--- config.mk ---
export PLATFORM = sky130hd
export DESIGN_NAME = gpioemu_mul_unit
export DESIGN_NICKNAME = d
export VERILOG_FILES = /design/src/rtl/gpioemu_mul_unit.sv
export SDC_FILE = /design/constraint.sdc
export NUM_CORES = 1
export LEC_CHECK = 0
export BUFFER_PORTS_ARGS = -buffer_cell sky130_fd_sc_hd__buf_4
export CORE_MARGIN = 3
export CORE_UTILIZATION = 44
export DETAILED_ROUTE_END_ITERATION = 12
export SYNTH_ARGS = -nofsm -noshare
export SYNTH_HDL_FRONTEND = slang
export SYNTH_SLANG_ARGS = --single-unit
--- constraint.sdc ---
create_clock -name clk -period 5.1 [get_ports clk]
set_input_delay 1.53 -clock clk [delete_from_list [all_inputs] [get_ports clk]]
set_output_delay 1.53 -clock clk [all_outputs]
set_load 0.05 [all_outputs]
--- src/rtl/gpioemu_mul_unit.sv ---
// gpioemu_mul_unit: bus-mapped serial shift-add multiplier with popcount and op counter.
// Optional OVF_SATURATE_EN: on overflow W saturates to all ones and L = RES_W.
module gpioemu_mul_unit #(
  parameter int OP_W = 24,
  parameter int RES_W = 32,
  parameter logic [15:0] BASE_ADDR = 16'h0380,
  parameter int CNT_W = 16
) (
  input  logic        clk,
  input  logic        n_reset,
  input  logic [15:0] saddress,
  input  logic        srd,
  input  logic        swr,
  input  logic [31:0] sdata_in,
  output logic [31:0] sdata_out,
  input  logic [31:0] gpio_in,
  input  logic        gpio_latch,
  output logic [31:0] gpio_in_s_insp,
  output logic [31:0] gpio_out
);
  localparam int AW = 2 * OP_W;
  localparam int LW = $clog2(RES_W + 1);
  localparam int IW = $clog2(OP_W);
  typedef enum logic [1:0] {IDLE, MULT, COUNT, DONE} state_t;
  state_t state, state_n;
  logic srd_q, swr_q, lt_q, rd_p, wr_p, v, ok, start;
  logic [15:0] addr_q, off;
  logic [31:0] din_q, rdata, gpio_in_s;
  logic [OP_W-1:0] a1, a2, b;
  logic [AW-1:0] acc, m;
  logic [IW-1:0] idx;
  logic [RES_W-1:0] w, w_n;
  logic [LW-1:0] l, l_n;
  logic [1:0] status;
  logic [CNT_W-1:0] op_count;
  logic unused_bits;
  assign unused_bits = ^din_q;
  assign off = addr_q - BASE_ADDR;
  assign start = wr_p && off == 16'h20;
  assign gpio_out = 32'(op_count);
  assign gpio_in_s_insp = gpio_in_s;
  always_comb begin
    state_n = state;
    case (state)
      IDLE:    if (start) state_n = MULT;
      MULT:    if (idx == IW'(OP_W - 1)) state_n = COUNT;
      COUNT:   state_n = DONE;
      default: state_n = IDLE;
    endcase
  end
  always_comb begin
    ok = (acc >> RES_W) == '0;
    w_n = acc[RES_W-1:0];
    l_n = '0;
    for (int i = 0; i < RES_W; i++) l_n = l_n + LW'(w_n[i]);
`ifdef OVF_SATURATE_EN
    w_n = ok ? w_n : '1;
    l_n = ok ? l_n : LW'(RES_W);
`endif
  end
  // W is hidden while an operation is in flight
  always_comb
    rdata = off == 16'h00 ? 32'(a1) :
            off == 16'h08 ? 32'(a2) :
            off == 16'h10 ? (state == IDLE ? 32'(w) : 32'h0) :
            off == 16'h18 ? 32'(l) :
            off == 16'h20 ? {30'b0, status} : 32'h0;
  always_ff @(posedge clk or negedge n_reset)
    if (!n_reset) begin
      state <= IDLE;
      {srd_q, swr_q, lt_q, rd_p, wr_p, v} <= '0;
      addr_q <= '0;
      din_q <= '0;
      sdata_out <= '0;
      gpio_in_s <= '0;
      {a1, a2, b, acc, m, idx, w, l, op_count} <= '0;
      status <= 2'b11;
    end else begin
      srd_q <= srd;
      swr_q <= swr;
      lt_q <= gpio_latch;
      rd_p <= srd & ~srd_q;
      wr_p <= swr & ~swr_q;
      addr_q <= saddress;
      din_q <= sdata_in;
      state <= state_n;
      if (gpio_latch & ~lt_q) gpio_in_s <= gpio_in;
      if (wr_p && off == 16'h00) a1 <= din_q[OP_W-1:0];
      if (wr_p && off == 16'h08) a2 <= din_q[OP_W-1:0];
      if (rd_p) sdata_out <= rdata;
      case (state)
        IDLE: if (start) begin
          m <= AW'(a1);
          b <= a2;
          acc <= '0;
          idx <= '0;
          status <= 2'b01;
        end
        MULT: begin
          acc <= acc + (b[0] ? m : '0);
          m <= m << 1;
          b <= b >> 1;
          idx <= idx + 1'b1;
        end
        COUNT: begin
          w <= w_n;
          l <= l_n;
          v <= ok;
        end
        default: begin
          status <= {1'b1, v};
          op_count <= op_count + 1'b1;
        end
      endcase
    end
endmodule

==> metrics <==
outcome complete, no violations; Area growth syn-to-layout 16.7%; Placed Cells ~2200; Synth Register Bits approximately 340; Die H 205 µm; critical path data arrival time 5.27 ns; total power 7.51 mW; cts hold-fix bufs 0; initial antenna violation count 0; Setup CP Type reg -> reg; Final Cycle Share 94.5%; DRT iter0 DRCs 792; Rows 72; peak supply drop 0.273 mV; Sinks on Clock Net between 300 and 400; R2R depth 16; final net count 1884; # diodes 0; Yosys cell types 79; Tot GR Track Use 20.1%; Switching Fraction 30.8%; most frequent cells in the layout 337 x dfrtp_1, 174 x buf_4, 125 x nand2_1; clk_lat worst skew about 0.57 ns; Syn Area/Cell 11.0 µm²; final std cells w/o fill between 2000 and 2500; starting density of the core 44.7%; most common cell after layout, fill and taps aside dfrtp_1; Mapped Cells 1584; hold slack 0.391 ns; ys async rst share 100%; RSZ-0062 raised after global routing false; Max-slew headroom roughly 29%; Worst-Margin Slew 1.07 ns; number of max-cap violations 0; Yosys warning count 0; DR DRC count 0; root buf cell clkbuf_16; Sequential Power Share 40.3%; DP Worst Slack 0.151 ns; # IOs between 150 and 200; Final Wtd Congestion 0.889; clock share of power 38.3%; DP HPWL ~29 mm; min-delay src srd_q; Int Power 5.20 mW; Final Core Density a little over half; Setup crit start kind flip-flop; clk_skew 0.0228 ns; CTS buffer count 40; wire per inst about 18 µm; pin count of the biggest net entering global routing ~100; design area 20300 µm²; worst r2r src acc[17]; vias per cell 5.52; Psw 2.31 mW; maximum clock path buffer count 3; Seq/Total Area, Yosys 49.2%; final WL 41.4 mm; Mapped Area 17400 µm²; H-tree depth 2; number of global-route vias before repair 12800; core area 38800 µm²; first-pass iteration count of the detailed router 6; GRT overflow 0; share of layout cells above drive strength 1 a little over a fifth; pwr dens 371 nW/µm²; final setup violation count 0; Hold Violations, Final 0; Crit. Startpoint acc[17]; CP required 5.55 ns; Max Clk Rate 207 MHz; Chip Width ~200 µm; Post-synth top flop dfrtp_1; P_leak 9.42 nW; final slew viol count 0; clock slew at reported path FFs ~0.06 ns; Hold Path Stages 1; die area ~42000 µm²; endpoint class of the critical path flip-flop; number of flops mapped to enable cells by yosys 0; Antenna Nets Post-Route 0; CP max FO 4; Logic pwr share 21.4%; Hold Crit Class reg -> reg; Vias 12400; setup TNS 0 ns; global-route wire length before repair a little under 70 mm; post-route minimum period between 4 and 5 ns; worst setup margin 0.281 ns; DP Area between 15000 and 20000 µm²; Port Buffer Count 156; CTS tree built
[cell type report]
cell class / count / area, µm²
fillers: 3445 / 18600
repair buffers: 179 / 1400
clock buffers: 57 / 1130
multi-input cells: 1078 / 8060
clock inverters: 11 / 195
well taps: 518 / 648
inverters: 73 / 274
flip-flops and latches: 341 / 8540
[critical path, cell delays in order, from the launching register on]
cell and delay (ns):
dfrtp_1 0.43, fa_1 0.54, inv_1 0.05, fa_1 0.49, fa_1 0.56, fa_1 0.45, fa_1 0.52, fa_1 0.42
inv_1 0.07, ha_1 0.16, inv_1 0.06, fa_2 0.35, inv_1 0.06, a21o_1 0.10, a21oi_1 0.07, xnor2_1 0.13
mux2_2 0.26
[sequential cells by signal, indices dropped and copies added, names as in the netlist, 6 cells and up]
| register | count |
|---|---|
| l | 6 |
| gpio_in_s_insp | 32 |
| addr_q | 16 |
| m | 48 |
| acc | 48 |
| op_count | 16 |
| sdata_out | 32 |
| a1 | 24 |
| a2 | 24 |
| w | 32 |
| din_q | 24 |
| b | 24 |
[kinds of logic (layout without fill, tap and decap cells)]
family,Yosys count,after routing,share of synthesized area (%)
buffers and inverters,180,320,4.87
AOI/OAI and AO/OA,394,394,14.8
muxes,168,168,10.7
DFF,341,341,49.2
xor gates and xnor gates,65,65,3.28
and+or+nand+nor,349,349,9.91
adders and majority gates,86,86,7.28
other,1,16,0.0216
[per-layer routing]
metal	track usage, %	vias to the layer above	share of wire [%]	wire, µm
met3	3.56	75	5.7	2380
li1	-	5893	-	-
met5	0	-	0	0
met4	6.81	0	2.8	1170
met2	30.8	341	45	18500
met1	28.9	6140	47	19300
[Yosys cell counts, drive strengths merged (2+ instances only)]
cell type / count / area, µm²
dfrtp: 339 / 8480
mux2: 141 / 1590
nand2: 125 / 469
a21oi: 103 / 531
o21ai: 93 / 473
inv: 73 / 274
o22ai: 63 / 394
nor2: 62 / 233
ha: 61 / 763
clkbuf: 57 / 215
and2: 53 / 334
buf: 47 / 282
xnor2: 39 / 342
nand3: 30 / 150
a22o: 29 / 254
mux2i: 27 / 270
xor2: 26 / 228
fa: 25 / 500
a222oi: 24 / 240
a21o: 21 / 158
nand4: 17 / 106
a31oi: 14 / 93.8
nor3: 13 / 76.3
and3: 8 / 50.1
nor2b: 8 / 50.1
nor4: 8 / 50.1
a211oi: 7 / 57.6
nand2b: 6 / 40.0
a31o: 5 / 43.8
o211ai: 5 / 42.5
o21bai: 5 / 37.5
a21boi: 4 / 30.0
or2: 4 / 25.0
and4: 3 / 26.3
o21a: 3 / 23.8
o31ai: 3 / 22.5
a221oi: 2 / 30.0
a41oi: 2 / 17.5
and3b: 2 / 17.5
bufbuf: 2 / 65.1
dfstp: 2 / 52.6
nand3b: 2 / 15.0
nor3b: 2 / 26.3
o2111ai: 2 / 17.5
o221ai: 2 / 17.5
[final timing paths]
| path | slack [ns] | to |
|---|---|---|
| worst max-delay path | 0.28 | l[4] |
| worst min-delay path | 0.39 | rd_p |
| worst max register to register | 0.28 | l[4] |
| worst min register to register | 0.39 | rd_p |
| max in group asynchronous | 3.10 | w[15] |
| min in group asynchronous | 1.04 | m[46] |
[power by group through the flow]
stage | combinational [mW] | clock, mW | sequential, mW
after floorplan | 0.885 | 0 | 3.30
final | 1.61 | 2.87 | 3.03
after global routing | 1.74 | 3.07 | 3.05
after CTS | 1.63 | 2.97 | 3.03
after detailed placement | 1.62 | 0 | 3.07
after global placement | 1.60 | 0 | 3.07
[repair_timing]
item                                    4_1_cts  5_1_grt
endpoints found under the setup margin        0        1
resized for setup                             0        3
setup buffers                                 0        1
hold endpoints to repair                      0        0
No activity file was read; power rests on OpenSTA's default activity.
